===== src/rtl/bp_cce_pkg.sv =====
// Shared types and helpers for the CCE pending-bit write arbiter.
package bp_cce_pkg;

    typedef enum logic {
        e_pa_sweep = 1'b0,
        e_pa_ready = 1'b1
    } bp_cce_pending_arb_state_e;

    // Width of an index into x items; a single item still needs one bit.
    function automatic int bp_safe_clog2(input int x);
        return (x <= 1) ? 1 : $clog2(x);
    endfunction

endpackage


===== src/rtl/bp_cce_rr_arb.sv =====
// Combinational round-robin arbiter: the first asserted request at or after
// ptr_i (wrapping) wins. The pointer register lives in the parent.
module bp_cce_rr_arb
    import bp_cce_pkg::*;
#(
    parameter int num_req_p = 3,
    localparam int lg_num_req_lp = bp_safe_clog2(num_req_p)
) (
    input  logic [num_req_p-1:0]     req_i,
    input  logic [lg_num_req_lp-1:0] ptr_i,
    output logic [num_req_p-1:0]     grant_o,
    output logic [lg_num_req_lp-1:0] grant_idx_o
);

    logic [lg_num_req_lp-1:0] idx;

    // Walk offsets from farthest to nearest so the nearest requester wins last.
    always_comb begin
        grant_o     = '0;
        grant_idx_o = '0;
        idx         = '0;
        for (int k = num_req_p - 1; k >= 0; k--) begin
            idx = lg_num_req_lp'((int'(ptr_i) + k) % num_req_p);
            if (req_i[idx]) begin
                grant_o      = '0;
                grant_o[idx] = 1'b1;
                grant_idx_o  = idx;
            end
        end
    end

endmodule


===== src/rtl/bp_cce_pending_arbiter.sv =====
// Arbiter and sequencer for the single write port of the CCE pending-bit
// counter array. Clears every way group after reset or on init_i, then
// round-robins agent writes through a registered output stage.
//
// state      | meaning
// -----------+----------------------------------------------------------
// e_pa_sweep | issuing one clear per cycle to way groups 0..N-1, no grants
// e_pa_ready | arbitrating agent requests, init_done_o high
module bp_cce_pending_arbiter
    import bp_cce_pkg::*;
#(
    parameter int num_req_p        = 3,
    parameter int num_way_groups_p = 8,
    parameter int addr_width_p     = 8,
    localparam int lg_num_req_lp        = bp_safe_clog2(num_req_p),
    localparam int lg_num_way_groups_lp = bp_safe_clog2(num_way_groups_p)
) (
    input  logic                              clk_i,
    input  logic                              reset_n_i,
    input  logic                              init_i,
    input  logic [num_req_p-1:0]              req_v_i,
    input  logic [num_req_p*addr_width_p-1:0] req_addr_i,
    input  logic [num_req_p-1:0]              req_bypass_hash_i,
    input  logic [num_req_p-1:0]              req_pending_i,
    input  logic [num_req_p-1:0]              req_clear_i,
    output logic [num_req_p-1:0]              req_ready_o,
    output logic                              w_v_o,
    output logic [addr_width_p-1:0]           w_addr_o,
    output logic                              w_addr_bypass_hash_o,
    output logic                              w_pending_o,
    output logic                              w_clear_o,
    output logic [lg_num_req_lp-1:0]          w_src_o,
    output logic                              init_done_o
);

    // Write-port register; widths follow the instance parameters.
    typedef struct packed {
        logic                     v;
        logic [addr_width_p-1:0]  addr;
        logic                     bypass_hash;
        logic                     pending;
        logic                     clear;
        logic [lg_num_req_lp-1:0] src;
    } bp_cce_pending_wr_s;

    localparam logic [lg_num_way_groups_lp-1:0] last_wg_lp =
        lg_num_way_groups_lp'(num_way_groups_p - 1);
    localparam logic [lg_num_req_lp-1:0] last_req_lp =
        lg_num_req_lp'(num_req_p - 1);

    bp_cce_pending_arb_state_e       state_q, state_d;
    logic [lg_num_way_groups_lp-1:0] cnt_q, cnt_d;
    logic [lg_num_req_lp-1:0]        ptr_q, ptr_d;
    bp_cce_pending_wr_s              wr_q, wr_d;

    logic [num_req_p-1:0]     grant;
    logic [lg_num_req_lp-1:0] grant_idx;
    logic [addr_width_p-1:0]  sel_addr;
    logic                     sel_bypass_hash;
    logic                     sel_pending;
    logic                     sel_clear;

    bp_cce_rr_arb #(
        .num_req_p (num_req_p)
    ) rr_arb (
        .req_i       (req_v_i),
        .ptr_i       (ptr_q),
        .grant_o     (grant),
        .grant_idx_o (grant_idx)
    );

    // Pick the winning agent's fields with the one-hot grant.
    always_comb begin
        sel_addr        = '0;
        sel_bypass_hash = 1'b0;
        sel_pending     = 1'b0;
        sel_clear       = 1'b0;
        for (int i = 0; i < num_req_p; i++) begin
            if (grant[i]) begin
                sel_addr        = req_addr_i[i*addr_width_p +: addr_width_p];
                sel_bypass_hash = req_bypass_hash_i[i];
                sel_pending     = req_pending_i[i];
                sel_clear       = req_clear_i[i];
            end
        end
    end

    // Next-state, sweep counter, pointer, grant and output-register load.
    always_comb begin
        state_d     = state_q;
        cnt_d       = cnt_q;
        ptr_d       = ptr_q;
        wr_d        = '0;
        req_ready_o = '0;
        case (state_q)
            e_pa_sweep: begin
                wr_d.v           = 1'b1;
                wr_d.addr        = addr_width_p'(cnt_q);
                wr_d.bypass_hash = 1'b1;
                wr_d.clear       = 1'b1;
                if (cnt_q == last_wg_lp) begin
                    cnt_d   = '0;
                    state_d = e_pa_ready;
                end else begin
                    cnt_d = cnt_q + lg_num_way_groups_lp'(1);
                end
            end
            e_pa_ready: begin
                // A sweep request wins over any pending grant this cycle.
                if (init_i) begin
                    state_d = e_pa_sweep;
                    cnt_d   = '0;
                end else if (|grant) begin
                    req_ready_o      = grant;
                    wr_d.v           = 1'b1;
                    wr_d.addr        = sel_addr;
                    wr_d.bypass_hash = sel_bypass_hash;
                    wr_d.pending     = sel_pending;
                    wr_d.clear       = sel_clear;
                    wr_d.src         = grant_idx;
                    ptr_d = (grant_idx == last_req_lp) ? '0
                          : grant_idx + lg_num_req_lp'(1);
                end
            end
            default: state_d = e_pa_sweep;
        endcase
    end

    // State, counter, pointer and output register; reset drops any write.
    always_ff @(posedge clk_i or negedge reset_n_i) begin
        if (!reset_n_i) begin
            state_q <= e_pa_sweep;
            cnt_q   <= '0;
            ptr_q   <= '0;
            wr_q    <= '0;
        end else begin
            state_q <= state_d;
            cnt_q   <= cnt_d;
            ptr_q   <= ptr_d;
            wr_q    <= wr_d;
        end
    end

    assign w_v_o                = wr_q.v;
    assign w_addr_o             = wr_q.addr;
    assign w_addr_bypass_hash_o = wr_q.bypass_hash;
    assign w_pending_o          = wr_q.pending;
    assign w_clear_o            = wr_q.clear;
    assign w_src_o              = wr_q.src;
    assign init_done_o          = (state_q == e_pa_ready);

endmodule


===== config.mk =====
export PLATFORM = sky130hd
export DESIGN_NAME = bp_cce_pending_arbiter
export DESIGN_NICKNAME = d
export VERILOG_FILES = /design/src/rtl/bp_cce_pkg.sv /design/src/rtl/bp_cce_rr_arb.sv /design/src/rtl/bp_cce_pending_arbiter.sv
export SDC_FILE = /design/constraint.sdc
export NUM_CORES = 1
export LEC_CHECK = 0
export CAP_MARGIN = 5
export CORE_UTILIZATION = 28
export CTS_BUF_LIST = sky130_fd_sc_hd__clkbuf_2
export CTS_CLUSTER_DIAMETER = 80
export DETAILED_ROUTE_END_ITERATION = 16
export MAX_ROUTING_LAYER = met4
export SLEW_MARGIN = 20
export SYNTH_ARGS = -nofsm -noshare
export SYNTH_HDL_FRONTEND = slang
export SYNTH_HIERARCHICAL = 1
export SYNTH_SLANG_ARGS = --single-unit
export TNS_END_PERCENT = 50

===== constraint.sdc =====
create_clock -name clk_i -period 3.1 [get_ports clk_i]
set_clock_uncertainty 0.1 [all_clocks]
set_input_delay 0.31 -clock clk_i [delete_from_list [all_inputs] [get_ports clk_i]]
set_output_delay 0.31 -clock clk_i [all_outputs]
set_load 0.02 [all_outputs]

[Yosys cells after proc, flatten, opt, wreduce, memory -nomap -nowiden]
Index checks and enable logic that the tools add are counted.
Cells by class
  multiplexer cells: 46
  equality and inequality tests: 3
  reductions and logical operators: 5
  order comparisons: 6
  bitwise gates (word level): 2
  divide/modulo/power cells: 3
  add/sub/neg operators: 4
Operators with widths (number)
  $mod A32 B3 Y32 const B: 2
  $mod A3 B3 Y32 const B: 1
  $mux W14: 2
  $mux W3: 8
  $mux W8: 3
  $pmux W10 S2: 1
  $mux W1: 18
  $mux W2: 5
  $lt A2 B3 Y1 const B: 3
  $bmux W1 S2: 3
  $demux W1 S2: 3
  $ge A2 B1 Y1 const B: 3
  $pmux W3 S2: 1
  $pmux W1 S2: 2
  $add A2 B1 Y3 const B: 1
  $add A2 B2 Y3 const B: 1
  $add A3 B1 Y3 const B: 1
  $eq A3 B3 Y1 const B: 1
  $logic_and A1 B1 Y1: 3
  $reduce_and A3 Y1: 1
  $reduce_or A3 Y1: 1
  $add A2 B1 Y2 const B: 1
  $eq A2 B2 Y1 const B: 1
  $ne A2 B2 Y1 const B: 1
  $not A1 Y1: 2
Storage, ports and cells
  input bits: 39
  output and inout bits: 18
  register bits after elaboration: 20
  word-level logic and storage cells: 78

[Depth between registers and ports, before layout]
Gate-level depths: netlist of run 1.
  depth in word-level cells: 15
  gate-level depth with buffers: 11
  gate-level depth less buffers: 9

[Hierarchy]
The synthesis of run 1 kept the hierarchy.
By module, submodules not included
  bp_cce_pending_arbiter: seq. area each 500.5 µm², cells an instance 90, times used 1, area each 991.0 µm²
  bp_cce_rr_arb: seq. area each 0.0 µm², cells an instance 50, times used 1, area each 356.6 µm²

[Worst setup path after synthesis of run 1]
No wires, ideal clock.
  kind: register to output
  from: register ptr_q[0]
  to: output req_ready_o[1]
  cell stages (with the launch flop): 9
  path buffers: 2
  required time: 2.690 ns
  setup slack: 0.637 ns
  arrival: 2.053 ns
  cell sequence: dfrtp_1 inv_1 ha_1 buf_6 mux2i_2 o221ai_1 a21oi_1 buf_2 and2_1
On the way
  word-level cells in the longest chain between the ends: 13
  elaborated cells on any way between the ends: 33
  those cells by class: 2 x add/sub; 3 x div; 6 x order compare; 18 x mux; 4 x reduce/logical
RTL lines
  start: declaration: RTL line bp_cce_pending_arbiter.sv:53  | logic [lg_num_req_lp-1:0] ptr_q, ptr_d;
  start signal: assignment: RTL line bp_cce_pending_arbiter.sv:139  | ptr_q <= ptr_d;
  $add A2 B2 Y3: RTL line bp_cce_rr_arb.sv:23  | idx = lg_num_req_lp'((int'(ptr_i) + k) % num_req_p);
  $mod A32 B3 Y32: RTL line bp_cce_rr_arb.sv:23
  $lt A2 B3 Y1 (not written as such) or $ge A2 B1 Y1 (tied branches): RTL line bp_cce_rr_arb.sv:26  | grant_o[idx] = 1'b1;
  $logic_and A1 B1 Y1 (not written as such): RTL line bp_cce_rr_arb.sv:26
  $mux W1 (not written as such): RTL line bp_cce_rr_arb.sv:26
  $demux W1 S2
  $mux W3 (2 in a row): RTL line bp_cce_rr_arb.sv:24  | if (req_i[idx]) begin
  $mux W3 (*): RTL line bp_cce_rr_arb.sv:24
  named net grant[1]: RTL line bp_cce_pending_arbiter.sv:56  | logic [num_req_p-1:0] grant;
  $reduce_or A3 Y1: RTL line bp_cce_pending_arbiter.sv:113  | end else if (|grant) begin
  $mux W3 (*): RTL line bp_cce_pending_arbiter.sv:113
  $mux W3 (*): RTL line bp_cce_pending_arbiter.sv:110  | if (init_i) begin
  $mux W3 (*): RTL line bp_cce_pending_arbiter.sv:95  | case (state_q)
  end: declaration: RTL line bp_cce_pending_arbiter.sv:26  | output logic [num_req_p-1:0] req_ready_o,
Mark *: on every way through the listed nets, which the timed path passes. The rest lies on a longest branch. The select of a mux whose other input is x is not followed.

[Worst setup path after layout of run 1]
Ends and elaborated chain as after synthesis.

==> results of run 1 <==
layout make-up:
type / count / area (um2)
Clock buffer: 3 / 15.0
Clock inverter: 1 / 3.75
Fill cell: 431 / 2500
Inverter: 10 / 40.0
Multi-Input combinational cell: 100 / 754
Sequential cell: 20 / 503
Tap cell: 52 / 65.1
Timing Repair Buffer: 60 / 591
power by group through the flow:
stage	Combinational (mW)	Sequential [mW]	Clock, mW
floorplan	0.865	0.480	0
global placement	1.25	0.419	0
detailed placement	1.28	0.420	0
CTS	1.30	0.416	0.112
global route	1.46	0.435	0.125
finish	1.32	0.421	0.108
repair_timing:
action	CTS	global route
cloned	0	0
endpoints found under the setup margin	3	4
pin swaps	1	0
resized for setup	5	5
setup buffers	0	0
endpoints found under the hold margin	0	0
critical path: stages, from the launching register on:
cell	delay, ns
dfrtp_2	0.46
inv_1	0.10
ha_4	0.35
mux2i_2	0.28
o221ai_1	0.22
a21oi_2	0.26
and2_1	0.15
dlygate4sd2_1	0.35
Yosys cell counts, drive strengths merged:
cell type / instances / area [um2]
a21oi: 6 / 30.0
a221oi: 11 / 96.3
a2bb2oi: 1 / 8.76
a31oi: 1 / 6.26
and2: 3 / 18.8
buf: 8 / 73.8
clkbuf: 2 / 7.51
dfrtp: 20 / 500
ha: 6 / 75.1
inv: 10 / 40.0
mux2: 2 / 22.5
mux2i: 3 / 33.8
nand2: 6 / 22.5
nand2b: 2 / 20.0
nand3b: 1 / 7.51
nor2: 11 / 41.3
nor2b: 15 / 104
nor3: 7 / 40.0
nor3b: 2 / 15.0
nor4: 1 / 12.5
o211a: 1 / 10.0
o211ai: 1 / 7.51
o21a: 1 / 7.51
o21ai: 9 / 48.8
o221ai: 1 / 8.76
o22ai: 2 / 12.5
o2bb2ai: 2 / 17.5
o32ai: 3 / 41.3
o41ai: 2 / 17.5
per-layer routing:
| layer | up-vias | global-route usage [%] | share of wire, % |
|---|---|---|---|
| li1 | 614 | - | - |
| met1 | 601 | 18.0 | 42 |
| met2 | 34 | 24.2 | 52 |
| met3 | 6 | 2.95 | 4.3 |
| met4 | 0 | 4.67 | 1.5 |
| met5 | - | - | 0 |
flip-flops by register name (all words and copies together) (netlist names):
name	count
cnt_q	3
init_done_o	1
ptr_q	2
w_addr_bypass_hash_o	1
w_addr_o	8
w_clear_o	1
w_pending_o	1
w_src_o	2
w_v_o	1
through the flow:
stage	utilization, %	instance area [um2]	cells	hold WS [ns]
after floorplan	-	1350	140	-0.0856
after global placement	43.0	1920	242	0.400
after detailed placement	43.0	1920	242	0.406
after CTS	43.5	1950	246	0.399
after global routing	44.1	1970	246	0.412
final	44.1	1970	246	0.369
worst max-delay path by stage:
stage	from	end	slack, ns	cells after the start
finish	ptr_q[0]$_DFFE_PN0P_	req_ready_o[1]	0.21	7
global route	ptr_q[0]$_DFFE_PN0P_	req_ready_o[1]	0.03	7
CTS	ptr_q[1]$_DFFE_PN0P_	req_ready_o[0]	-0.01	8
detailed placement	ptr_q[1]$_DFFE_PN0P_	w_addr_bypass_hash_o$_DFF_PN0_	0.09	10
global placement	ptr_q[0]$_DFFE_PN0P_	req_ready_o[1]	0.20	7
floorplan	ptr_q[0]$_DFFE_PN0P_	req_ready_o[1]	0.64	8
cell families (layout without fill, tap and decap cells):
kind of cell             Yosys count  in the layout
AO/OA/AOI/OAI                     41             41
AND/OR/NAND/NOR                   48             48
flip-flops                        20             20
multiplexers                       5              5
adder cells (fa/ha/maj)            6              6
buffers and inverters             20             74
==> metrics.md, run 1 <==
| Metric | Value |
|---|---|
| Final critical-path setup slack | ~0.2 ns |
| Worst-case clock buffer depth | 2 |
| Crit. End Element | primary output |
| Worst-Skew Late Latency | just over 0.3 ns |
| CTS Sinks | 20 |
| Routed len/inst | roughly 14 um |
| Simple-Gate Fraction of Synth Area | a little over a fifth |
| Switch Pwr | about 0.84 mW |
| DPL Wire Length | 2.70 mm |
| Synth Area in Adders | 5.57% |
| Max_cap viols | 0 |
| Ant diodes | 0 |
| Io pins | 57 |
| Sequential Power Share | 22.8% |
| Setup TNS | 0 ns |
| Routed vias | between 1k and 1.5k |
| Max frequency | 346 MHz |
| Avg Cell Area, Syn | 9.63 um2 |
| Vias in the first global route | about 1.2k |
| Logic pwr share | a little under three quarters |
| Placer Congestion | 0.878 |
| Most frequent cells in the layout | clkdlybuf4s50_1 (53), dfrtp_1 (18), nor2b_1 (13) |
| RR Endpoint | w_addr_bypass_hash_o$_DFF_PN0_ |
| H-tree levels | 1 |
| Leakage power | around 0.80 nW |
| Commonest non-fill, non-tap cell in the layout | clkdlybuf4s50_1 |
| Syn. warnings | 6 |
| Status | finished with violations |
| Mux share of post-synthesis cell area | between 4 and 5% |
| Cell row count | 24 |
| Crit Path Max Fanout | 11 |
| P_int | 1.01 mW |
| Proportion of layout cells with a drive suffix above 1 | 11.3% |
| Initial drt markers | 50 |
| Vias per inst | around 5 |
| Port Buffers | 56 |
| Post-synth net total | about 190 |
| Place WS | 0.0889 ns |
| R2R Path Start | ptr_q[1]$_DFFE_PN0P_ |
| Worst-path clk slew | between 0.15 and 0.2 ns |
| Max-slew violations | 0 |
| Required time worst endpoint | around 2.7 ns |
| Arrival @ worst endpoint | around 2.5 ns |
| All-Layer GR Usage | 14.7% |
| Xor/xnor cell area share of the yosys netlist | 0% |
| Total power | ~1.8 mW |
| Final hold vios | 0 |
| Final period util | a little over 90% |
| FF-to-FF path depth | 10 |
| Die height | between 70 and 80 um |
| Initial Util | between 30% and 40% |
| Startpoint class of the critical path | flop |
| Global-route wire length before repair | approximately 5.8 mm |
| Sw frac | 45.3% |
| CTS Buf Count | 3 |
| DR DRC count | 3 |
| Slew HR | approximately two fifths |
| Clk pwr share | 5.8% |
| Compound-gate portion of the synthesized area | around 23% |
| Area grow syn2layout | 46.3% |
| Core area | between 4000 and 5000 um2 |
| DIE WIDTH | approximately 71 um |
| Largest net degree at the start of global routing | 21 |
| #FFs+latches synth | 20 |
| CTS tree | done |
| Seq/Total Area, Yosys | a little under two fifths |
| Gate Count Post-Synth | 140 |
| PwrDens | about 940 nW/um2 |
| Clock root buffer | clkbuf_2 |
| Min-delay worst type | in -> async |
| Fin crit period | slightly below 3 ns |
| Die Footprint | between 5000 and 6000 um2 |
| Kind of critical path | reg -> out |
| Overflow after GRT | 0 |
| Final setup fails | 0 |
| Final ANT Viol Nets | 0 |
| TritonRoute pass-1 iters | 12 |
| WL final | approximately 3.5 mm |
| VDD IR max | around 0.00035 V |
| RSZ-0062 raised after global routing | false |
| Nets | between 200 and 250 |
| CTS Hold Bufs | 0 |
| Flop2flop setup slack | 0.31 ns |
| Largest family of logic cells by synthesized area | compound AO/OA/AOI/OAI gates |
| Initial antenna violation count | 0 |
| Violations in the final reports | design-rule violations |
| Slew @ Worst Pin | ~0.9 ns |
| Cell variety after synth | 40 |
| Post-Syn Area | 1350 um2 |
Power figures use the tool's default switching activity.
==> run 2, diff against run 1 <==
Settings changed: CORE_MARGIN set to 10.
==> run 2 against run 1 <==
  * Via count is 1.4% lower
  * Highest routed layer unchanged
  * Routed wire length is 11% higher
  * Non-clock buffer count is 8 higher
  * The flow now finishes without violations
  * Largest cell class unchanged
  * Die area is 57% higher
  * Power is 3.7% higher
  * Design area is 2.9% higher
  * Clock power is 9% lower
  * Register-to-register slack better by 0.09 ns
  * Critical path depth is 1 higher
==> metrics.md, run 2 (synthesis results as in run 1) <==
| Metric | Value |
|---|---|
| Flop2flop setup slack | approximately 0.40 ns |
| Max_cap viols | 0 |
| Proportion of layout cells with a drive suffix above 1 | between 10% and 20% |
| P_int | 1.07 mW |
| Placer Congestion | 0.817 |
| Routed vias | ~1.2k |
| Final period util | between 80% and 90% |
| Final hold vios | 0 |
| Initial antenna violation count | 0 |
| Max-slew violations | 0 |
| Vias in the first global route | roughly 1.3k |
| Dpl cells | about 250 |
| CTS Sinks | 20 |
| Busiest grt layer | met2 |
| Switch Pwr | between 0.8 and 0.9 mW |
| Worst path cell trace | inv_1 > ha_4 > nor2b_1 > nor2b_1 > o21ai_0 > a21oi_2 > and2_1 > dlygate4sd2_1 |
| DPL Wire Length | between 3 and 4 mm |
| Sw frac | between 40% and 50% |
| Initial Util | around 29% |
| Grt met1 use | 11.9% |
| Cell row count | 25 |
| Crit path max-delay family | simple AND/OR/NAND/NOR gates |
| Worst-Skew Late Latency | 0.30 ns |
| TritonRoute pass-1 iters | 4 |
| Routed len/inst | between 15 and 20 um |
| Largest net degree at the start of global routing | 21 |
| Global-route wire length before repair | roughly 6 mm |
| Min-delay worst type | in -> async |
| Vias per inst | roughly 5 |
| Die height | approximately 89 um |
| Status | finished, final reports clean |
| Minimum hold slack | between 0.3 and 0.4 ns |
| RSZ-0062 raised after global routing | false |
| Worst-path clk slew | about 0.17 ns |
| Setup TNS | 0 ns |
| Io pins | 57 |
| Slew HR | 41.7% |
| Arrival @ worst endpoint | approximately 2.3 ns |
| Fin cells | 255 |
| Max FFs per register | 8 |
| Most frequent cells in the layout | clkdlybuf4s50_1 (53), dfrtp_1 (20), nor2b_1 (13) |
| CTS Hold Bufs | 0 |
| VDD IR max | 0.000412 V |
| M3 GR Usage | roughly 2.4% |
| All-Layer GR Usage | 9.90% |
| Nets | 248 |
| Slew @ Worst Pin | 0.872 ns |
| CP peak stage delay | between 0.4 and 0.5 ns |
| Kind of critical path | reg -> out |
| Crit Path Max Fanout | 11 |
| CP max-delay cell | dfrtp_1 |
| Final setup fails | 0 |
| Core area | about 4700 um2 |
| Final ANT Viol Nets | 0 |
| Commonest non-fill, non-tap cell in the layout | clkdlybuf4s50_1 |
| Worst-case clock buffer depth | 2 |
| Met2 GRT Util | between 15 and 20% |
| CP Buf/Inv Count | 2 |
| WL final | 3.87 mm |
| DIE WIDTH | about 90 um |
| Port Buffers | 56 |
| CTS Buf Count | 3 |
| Clk pwr share | 5.1% |
| Max frequency | 366 MHz |
| Leakage power | about 0.86 nW |
| Crit. End Element | primary output |
| DR DRC count | 0 |
| PwrDens | about 950 nW/um2 |
| Most frequent CP cell | nor2b_1 |
| Overflow after GRT | 0 |
| Logic pwr share | approximately 73% |
| Startpoint class of the critical path | flop |
| Fin crit period | 2.73 ns |
| H-tree levels | 1 |
| Ant diodes | 0 |
| Die Footprint | 7990 um2 |
| Clock root buffer | clkbuf_2 |
| Required time worst endpoint | approximately 2.7 ns |
| CTS tree | done |
| Initial drt markers | 66 |
| Sequential Power Share | 21.6% |
| Area grow syn2layout | 50.6% |
## run 2: final cells by class
class	count	area, um2
Timing Repair Buffer	68	654
Clock buffer	3	15.0
Fill cell	478	2660
Multi-Input combinational cell	100	752
Inverter	10	40.0
Tap cell	54	67.6
Sequential cell	20	500
## run 2: worst paths after layout
kind | from | to | depth (start not counted)
min in group clk_i | cnt_q[2]$_DFFE_PN0P_ | cnt_q[2]$_DFFE_PN0P_ | 2
worst max register to register | ptr_q[1]$_DFFE_PN0P_ | ptr_q[0]$_DFFE_PN0P_ | 10
worst max-delay path | ptr_q[0]$_DFFE_PN0P_ | req_ready_o[2] | 8
worst min register to register | cnt_q[2]$_DFFE_PN0P_ | cnt_q[2]$_DFFE_PN0P_ | 2
max in group asynchronous | reset_n_i | ptr_q[0]$_DFFE_PN0P_ | 1
worst min-delay path | reset_n_i | cnt_q[0]$_DFFE_PN0P_ | 1
## run 2: metal layers
layer  up-vias  share of wire, %
li1        632                 -
met4         0              0.91
met1       571                45
met2        31                50
met3         4               3.9
met5         -                 0
## run 2: power groups by stage
stage / Sequential [mW] / Clock, mW / Combinational [mW]
floorplan: 0.480 / 0 / 0.865
global placement: 0.416 / 0 / 1.35
detailed placement: 0.419 / 0 / 1.35
CTS: 0.414 / 0.104 / 1.39
global route: 0.431 / 0.112 / 1.56
finish: 0.415 / 0.0981 / 1.41
## run 2: through the flow
| step | power [mW] | utilization [%] | worst slack (ns) | area (um2) |
|---|---|---|---|---|
| finish | 1.92 | 43.3 | 0.366 | 2030 |
| floorplan | 1.35 | - | 0.637 | 1350 |
| detailed placement | 1.77 | 42.1 | 0.0648 | 1980 |
| global placement | 1.77 | 42.1 | 0.135 | 1980 |
| CTS | 1.91 | 42.8 | 0.00431 | 2010 |
| global route | 2.10 | 43.3 | 0.171 | 2030 |
## run 2: what timing repair did
item / in CTS / in global routing
pin swaps: 1 / 0
gates resized for setup: 4 / 5
buffers inserted: 1 / 0
endpoints found under the hold margin: 0 / 0
endpoints found under the setup margin: 3 / 2
## run 2: worst register-to-register path, delay by kind of cell, from the launching register on
family	cells	cell delay, ns
compound gates	2	0.36
fa+ha+maj	1	0.28
buf+inv	2	0.26
flops	1	0.46
mux	1	0.35
simple gates	4	0.81
